--- config.mk ---
export PLATFORM = sky130hd
export DESIGN_NAME = serial_subtractor_flat
export DESIGN_NICKNAME = d
export VERILOG_FILES = /design/src/rtl/serial_subtractor_if.sv /design/src/rtl/serial_subtractor.sv /design/src/flat_wrapper.sv
export SDC_FILE = /design/constraint.sdc
export NUM_CORES = 1
export LEC_CHECK = 0
export CORE_MARGIN = 2
export CORE_UTILIZATION = 53
export CTS_BUF_LIST = sky130_fd_sc_hd__clkbuf_4 sky130_fd_sc_hd__clkbuf_8
export DETAILED_ROUTE_END_ITERATION = 12
export PLACE_DENSITY = 0.92
export RECOVER_POWER = 50
export SLEW_MARGIN = 20
export SYNTH_ARGS = -nofsm -noshare
export SYNTH_HDL_FRONTEND = slang
export SYNTH_SLANG_ARGS = --single-unit
--- constraint.sdc ---
create_clock -name clk -period 1.3 [get_ports clk]
set_input_delay 0.325 -clock clk [delete_from_list [all_inputs] [get_ports clk]]
set_output_delay 0.325 -clock clk [all_outputs]
set_load 0.005 [all_outputs]
--- src/rtl/serial_subtractor_if.sv ---
// Handshake and operand/result bundle for serial_subtractor.
// Optional signed-overflow flag present when SERIAL_SUB_OVERFLOW_EN is defined.
interface serial_subtractor_if #(
  parameter int WIDTH = 4
);
  logic             start;
  logic [WIDTH-1:0] A;
  logic [WIDTH-1:0] B;
  logic             busy;
  logic             done;
  logic [WIDTH-1:0] diff;
  logic             borrow;
`ifdef SERIAL_SUB_OVERFLOW_EN
  logic             ovf;

  modport master (output start, A, B, input busy, done, diff, borrow, ovf);
  modport slave  (input start, A, B, output busy, done, diff, borrow, ovf);
`else
  modport master (output start, A, B, input busy, done, diff, borrow);
  modport slave  (input start, A, B, output busy, done, diff, borrow);
`endif
endinterface

--- src/rtl/serial_subtractor.sv ---
// Bit-serial WIDTH-bit subtractor: diff = A - B, computed LSB-first as
// A + ~B + 1 through a single full-adder slice over WIDTH cycles.
// Optional macro SERIAL_SUB_OVERFLOW_EN adds a signed-overflow flag (ovf).
module serial_subtractor #(
  parameter int WIDTH = 4
) (
  input  logic               clk,
  input  logic               rst_n,
  serial_subtractor_if.slave bus
);
  localparam int CW = (WIDTH > 2) ? $clog2(WIDTH) : 1;
  localparam logic [CW-1:0] LAST = CW'(WIDTH - 1);

  typedef enum logic [1:0] {
    S_IDLE,
    S_CALC,
    S_DONE
  } state_t;

  state_t           state_q, state_d;
  logic [WIDTH-1:0] a_sr_q, a_sr_d;
  logic [WIDTH-1:0] b_sr_q, b_sr_d;
  logic [WIDTH-1:0] res_q, res_d;
  logic             carry_q, carry_d;
  logic [CW-1:0]    cnt_q, cnt_d;
  logic [WIDTH-1:0] diff_q, diff_d;
  logic             borrow_q, borrow_d;
  logic             s;
  logic             cout;
`ifdef SERIAL_SUB_OVERFLOW_EN
  logic             a_msb_q, a_msb_d;
  logic             b_msb_q, b_msb_d;
  logic             ovf_q, ovf_d;
`endif

  // State and datapath registers; reset abandons any operation in flight.
  always_ff @(posedge clk or negedge rst_n) begin
    if (!rst_n) begin
      state_q  <= S_IDLE;
      a_sr_q   <= '0;
      b_sr_q   <= '0;
      res_q    <= '0;
      carry_q  <= 1'b0;
      cnt_q    <= '0;
      diff_q   <= '0;
      borrow_q <= 1'b0;
`ifdef SERIAL_SUB_OVERFLOW_EN
      a_msb_q  <= 1'b0;
      b_msb_q  <= 1'b0;
      ovf_q    <= 1'b0;
`endif
    end else begin
      state_q  <= state_d;
      a_sr_q   <= a_sr_d;
      b_sr_q   <= b_sr_d;
      res_q    <= res_d;
      carry_q  <= carry_d;
      cnt_q    <= cnt_d;
      diff_q   <= diff_d;
      borrow_q <= borrow_d;
`ifdef SERIAL_SUB_OVERFLOW_EN
      a_msb_q  <= a_msb_d;
      b_msb_q  <= b_msb_d;
      ovf_q    <= ovf_d;
`endif
    end
  end

  // Next-state logic: accept in IDLE, one full-adder slice per CALC cycle.
  always_comb begin
    state_d  = state_q;
    a_sr_d   = a_sr_q;
    b_sr_d   = b_sr_q;
    res_d    = res_q;
    carry_d  = carry_q;
    cnt_d    = cnt_q;
    diff_d   = diff_q;
    borrow_d = borrow_q;
`ifdef SERIAL_SUB_OVERFLOW_EN
    a_msb_d  = a_msb_q;
    b_msb_d  = b_msb_q;
    ovf_d    = ovf_q;
`endif
    s    = a_sr_q[0] ^ b_sr_q[0] ^ carry_q;
    cout = (a_sr_q[0] & b_sr_q[0]) | (a_sr_q[0] & carry_q) | (b_sr_q[0] & carry_q);

    unique case (state_q)
      S_IDLE: begin
        if (bus.start) begin
          a_sr_d  = bus.A;
          b_sr_d  = ~bus.B;
          carry_d = 1'b1;
          cnt_d   = '0;
          state_d = S_CALC;
`ifdef SERIAL_SUB_OVERFLOW_EN
          a_msb_d = bus.A[WIDTH-1];
          b_msb_d = bus.B[WIDTH-1];
`endif
        end
      end
      S_CALC: begin
        carry_d = cout;
        res_d   = {s, res_q[WIDTH-1:1]};
        a_sr_d  = a_sr_q >> 1;
        b_sr_d  = b_sr_q >> 1;
        cnt_d   = cnt_q + CW'(1);
        if (cnt_q == LAST) begin
          // Final slice: publish the result including the bit produced this cycle.
          diff_d   = {s, res_q[WIDTH-1:1]};
          borrow_d = ~cout;
          state_d  = S_DONE;
`ifdef SERIAL_SUB_OVERFLOW_EN
          ovf_d    = (a_msb_q != b_msb_q) && (s != a_msb_q);
`endif
        end
      end
      S_DONE: begin
        state_d = S_IDLE;
      end
      default: begin
        state_d = S_IDLE;
      end
    endcase
  end

  assign bus.busy   = (state_q == S_CALC);
  assign bus.done   = (state_q == S_DONE);
  assign bus.diff   = diff_q;
  assign bus.borrow = borrow_q;
`ifdef SERIAL_SUB_OVERFLOW_EN
  assign bus.ovf    = ovf_q;
`endif

endmodule

--- src/flat_wrapper.sv ---
// flat-port wrapper written by rule: the top's interface ports become plain ports
module serial_subtractor_flat 
#(
  parameter int WIDTH = 4
)
  (clk, rst_n, bus_start, bus_A, bus_B, bus_busy, bus_done, bus_diff, bus_borrow);
  serial_subtractor_if #(.WIDTH(WIDTH)) bus_i ();
  input  logic clk;
  input  logic rst_n;
  input wire logic [$bits(bus_i.start)-1:0] bus_start;
  input wire logic [$bits(bus_i.A)-1:0] bus_A;
  input wire logic [$bits(bus_i.B)-1:0] bus_B;
  output wire logic [$bits(bus_i.busy)-1:0] bus_busy;
  output wire logic [$bits(bus_i.done)-1:0] bus_done;
  output wire logic [$bits(bus_i.diff)-1:0] bus_diff;
  output wire logic [$bits(bus_i.borrow)-1:0] bus_borrow;
  assign bus_i.start = bus_start;
  assign bus_i.A = bus_A;
  assign bus_i.B = bus_B;
  assign bus_busy = bus_i.busy;
  assign bus_done = bus_i.done;
  assign bus_diff = bus_i.diff;
  assign bus_borrow = bus_i.borrow;
  serial_subtractor #(.WIDTH(WIDTH)) u_core (.clk(clk), .rst_n(rst_n), .bus(bus_i));
endmodule
==> Word level (Yosys, flattened, before mapping) <==
Cells that the tools add are included.
{ "word_totals": {"ff_bits": 22, "inputBits": 11, "output_inout_bits": 7, "elab_cells": 39} }
{ "op_classes": {"n_addsub": 1, "eq_ne": 5, "n_mux": 11, "bitwise": 9, "reduce_logical": 5} }
{ "op_table": {"columns": ["cell", "n"], "rows": [
  ["$pmux 4 s2", 2],
  ["$mux 4", 2],
  ["$pmux 2 s2", 2],
  ["$mux 2", 3],
  ["$reduce_and 2->1", 3],
  ["$eq 2x2->1 const B", 2],
  ["$not 4->4", 1],
  ["$and 1x1->1", 3],
  ["$add 2x1->2 const B", 1],
  ["$eq 2x1->1 const B", 1],
  ["$logic_not 2->1", 1],
  ["$ne 2x1->1 const B", 1],
  ["$ne 2x2->1 const B", 1],
  ["$or 1x1->1", 2],
  ["$pmux 1 s2", 1],
  ["$reduce_bool 2->1", 1],
  ["$xor 1x1->1", 2],
  ["$mux 1", 1],
  ["$not 1->1", 1]
]} }

==> Depth between registers and ports, before layout <==
{ "depth": {"word_depth": 4, "depth_mapped": 5, "ltp_nobuf": 4} }

==> Worst setup path before layout <==
No wires, ideal clock.
{ "synth_timing": {"path_kind": "register to register", "from": "register u_core.carry_q", "to": "register u_core.borrow_q (netlist: u_core.bus.borrow)", "setup_ns": 0.125, "arrival_time_ns": 1.058, "required_ns": 1.175, "path_slack_ns": 0.117, "stages_incl_launch_ff": 4, "path_buffers": 0, "synth_period_minus_slack_ns": 1.183, "path_cell_list": "dfrtp_1 > inv_1 > fa_1 > mux2_4"} }
{ "synth_via": {"elab_chain_len": 4, "elab_cells_between_ends": 5, "cone_classes": "bitwise: 5"} }
{ "synth_rtl": {"columns": ["element", "line", "text"], "rows": [
  ["from (decl)", "serial_subtractor.sv:24", "logic carry_q, carry_d;"],
  ["from (signal assigned)", "serial_subtractor.sv:57", "carry_q <= carry_d;"],
  ["$and 1x1->1", "serial_subtractor.sv:85", "cout = (a_sr_q[0] & b_sr_q[0]) | (a_sr_q[0] & carry_q) | (b_sr_q[0] & carry_q);"],
  ["$or 1x1->1", "serial_subtractor.sv:85", null],
  ["$or 1x1->1 *", "serial_subtractor.sv:85", null],
  ["$not 1->1 *", "serial_subtractor.sv:110", "borrow_d = ~cout;"],
  ["to (signal assigned)", "serial_subtractor.sv:60", "borrow_q <= borrow_d;"],
  ["to (decl)", "serial_subtractor.sv:27", "logic borrow_q, borrow_d;"]
]} }
Every way passes the cells marked *; elsewhere a longest branch is shown, timed or not.
A chain may end at the register's enable or synchronous reset.

==> Worst setup path after layout <==
{ "layout_timing": {"from": "register u_core.state_q[1]", "to": "output port bus_busy"} }
{ "layout_via": {"elab_chain_len": 1} }
{ "layout_rtl": {"columns": ["element", "line", "text"], "rows": [
  ["from (decl)", "serial_subtractor.sv:20", "state_t state_q, state_d;"],
  ["from (signal assigned)", "serial_subtractor.sv:53", "state_q <= state_d;"],
  ["$eq 2x1->1", "serial_subtractor.sv:126", "assign bus.busy = (state_q == S_CALC);"],
  ["to (decl)", "flat_wrapper.sv:13", "output wire logic [$bits(bus_i.busy)-1:0] bus_busy;"]
]} }
Every way passes these cells.

==> results.py <==
metrics = {
    "floorplan": {
        "die_area_um2": 2234,
        "start_util_pct": 56.85,
        "core_area_um2": 1745,
        "num_io_pins": 18,
        "rows": 15,
        "die_w_um": 47.27,
        "die_h_um": 47.27,
    },
    "clock_network": {
        "insertion_delay_ns": 0.31,
        "cts_buffer_depth": 2,
        "cts_tree": "yes",
        "ctsHoldBuffers": 0,
        "cts-buffers-inserted": 3,
        "cts.sinks": 21,
        "clock-root-buffer": "clkbuf_4",
        "h-tree-depth": 1,
        "clk_pin_slew_ns": 0.11,
    },
    "detailed_routing": {
        "viasPerCell": 5.503,
        "finalWirelength_um": 2341,
        "postRouteAntennaNets": 0,
        "dr.pass1.iters": 4,
        "vias": 809,
        "drc": 0,
        "drt_first_iter_violations": 9,
        "wl_per_cell_um": 15.93,
    },
    "worst_setup_path": {
        "worst_path_most_repeated_cell": "buf_6",
        "worstPathArrival_ns": 1.13,
        "worst-setup-path-type": "flop to output pin",
        "worstPathCellList": "buf_6 -> nand2b_4 -> inv_4 -> buf_6",
        "rrSetupSlack_ns": -0.08,
        "crit_slowest_cell": "dfrtp_1",
        "worstPathRequired_ns": 0.98,
        "cp-end-kind": "output pin",
        "cp_slowest_stage_delay_ns": 0.42,
        "crit_buf_inv": 3,
        "crit_path_max_fanout": 2,
        "path_delay_family": "flip-flops",
        "worst_setup_path_start_kind": "flop",
    },
    "cells_and_area": {
        "diodes": 0,
        "finalNonFillerCells": 147,
        "final_util_pct": 78.21,
        "drive_above_1_share_pct": 32.79,
        "mostFrequentLayoutCells": "dfrtp_1, buf_4, nand2_1, clkdlybuf4s50_1",
        "final_common_cell": "dfrtp_1",
        "final_area_um2": 1365,
        "nFillCells": 119,
        "syn_to_final_growth_pct": 37.58,
        "fin_nets": 136,
    },
    "timing": {
        "rsz0062_at_grt": "true",
        "max_freq_mhz": 688.5,
        "maxSlewHeadroom_pct": 64.90,
        "fin_crit_ns": 1.452,
        "report.final.hold_viol_count": 0,
        "max_slew.worst_pin.slew_ns": 0.5265,
        "setup_ws_ns": -0.1524,
        "whs_ns": 0.4980,
        "post-route-period-util_pct": 111.7,
        "drv_slew": 0,
        "setup_viol": 6,
        "clock_skew_ns": 0.0006267,
        "setup_tns_ns": -0.5058,
    },
    "global_route": {
        "grt_pass1_vias": 792,
        "grt_antenna_before_repair": 0,
        "grt_max_degree": 22,
        "grt_first_pass_wirelength_um": 3429,
        "grtUsageTotal_pct": 22.72,
        "overflow": 0,
    },
    "placed_design": {
        "gp_congestion": 0.7569,
        "dp.cells": 133,
        "place_area_um2": 1220,
        "io_buffers": 17,
        "place_hpwl_um": 1575,
    },
    "logic_synthesis": {
        "synth-seq-cells": 21,
        "syn_area_um2": 992.2,
        "yosys_warnings": 0,
        "yosysSeqAreaShare_pct": 52.96,
        "yosysUniqueCellTypes": 25,
        "syn-num-nets": 99,
        "avgSynthCellArea_um2": 11.54,
        "syn_inst": 86,
    },
    "outcome": {
        "violations": "negative setup slack",
        "status": "complete, but fails checks",
    },
    "worst_hold_path": {
        "hold_class": "flop to flop",
    },
    "flow_run": {
        "cap_violations": 0,
    },
    "power_and_ir_drop": {
        "peakVddDrop_v": 0.001451,
        "p_leak_nw": 0.6855,
        "power_density_nw_per_um2": 2299,
    },
}
==> what timing repair did <==
action	4_1_cts	5_1_grt
resized for setup	17	14
buffers inserted	6	4
endpoints found under the setup margin	8	14
pin swaps	0	1
==> cell usage after synthesis (all sizes together) <==
cell type | count | area share, %
a2bb2oi | 1 | 0.88
o221a | 1 | 1.1
dfrtp | 21 | 53
a221o | 1 | 1.0
inv | 9 | 3.7
o21ai | 7 | 3.5
nand2 | 11 | 4.2
nand3b | 1 | 2.0
buf | 4 | 4.2
nand4 | 1 | 0.63
mux2 | 4 | 6.1
ha | 1 | 1.3
fa | 1 | 2.0
o31ai | 3 | 2.8
nor2 | 3 | 1.4
a21oi | 5 | 2.5
nand2b | 4 | 4.8
o22ai | 8 | 5.0
==> area by class of cell <==
| class | instances | area [um2] | area share (%) |
|---|---|---|---|
| flip-flops and latches | 21 | 525.5 | 38.50 |
| clock buffers | 4 | 30.03 | 2.200 |
| inverters | 9 | 38.79 | 2.841 |
| repair buffers | 36 | 324.1 | 23.74 |
| multi-input cells | 52 | 415.4 | 30.43 |
| well taps | 25 | 31.28 | 2.291 |
==> registers in the layout, indices dropped and copies added (netlist names) <==
register,cells
u_core.cnt_q,2
u_core.bus.diff,4
u_core.carry_q,1
u_core.res_q,3
u_core.a_sr_q,4
u_core.state_q,2
u_core.bus.borrow,1
u_core.b_sr_q,4
==> logic make-up after synthesis <==
kind of cell | count (synthesis) | share of synthesized area (%)
AND/OR/NAND/NOR | 20 | 12.99
multiplexers | 4 | 6.053
buffers and inverters | 13 | 7.819
adder cells (fa/ha/maj) | 2 | 3.279
flip-flops | 21 | 52.96
AO/OA/AOI/OAI | 26 | 16.90
==> tightest hold or removal path, cell delays in order (launching register included) <==
cell and delay (ns):
dfrtp_1 0.36, nand2_1 0.05, nand2_1 0.06
==> through the flow <==
stage          setup WS, ns  total power [mW]
4_1_cts             -0.1506             2.954
3_5_place_dp        -0.2543             2.550
2_1_floorplan        0.1170             2.038
6_report            -0.1524             3.138
3_3_place_gp        -0.1674             2.438
5_1_grt             -0.2083             3.350
==> metal layers <==
metal	vias up	GRT usage [%]	wire, um
met2	32	39.19	1235
met1	402	26.63	967
met4	0	10.56	39
met3	5	5.000	99
met5	-	0	0
li1	370	-	-
==> power by group <==
group | internal (mW) | switching [mW] | total (mW)
sequential | 0.954 | 0.216 | 1.17
combinational | 0.902 | 0.724 | 1.63
clock | 0.141 | 0.200 | 0.341
==> path summary, 6_finish.rpt <==
check / cells past startpoint / to / startpoint
worst min register to register: 2 / u_core.res_q[1] / u_core.res_q[1]
min in group asynchronous: 2 / u_core.res_q[1] / rst_n
worst min-delay path: 2 / u_core.res_q[1] / u_core.res_q[1]
worst max register to register: 4 / u_core.bus.diff[1] / u_core.state_q[1]
worst max-delay path: 4 / bus_busy / u_core.state_q[1]
max in group asynchronous: 2 / u_core.bus.borrow / rst_n
Note: power is estimated with default switching activity, not from simulation.
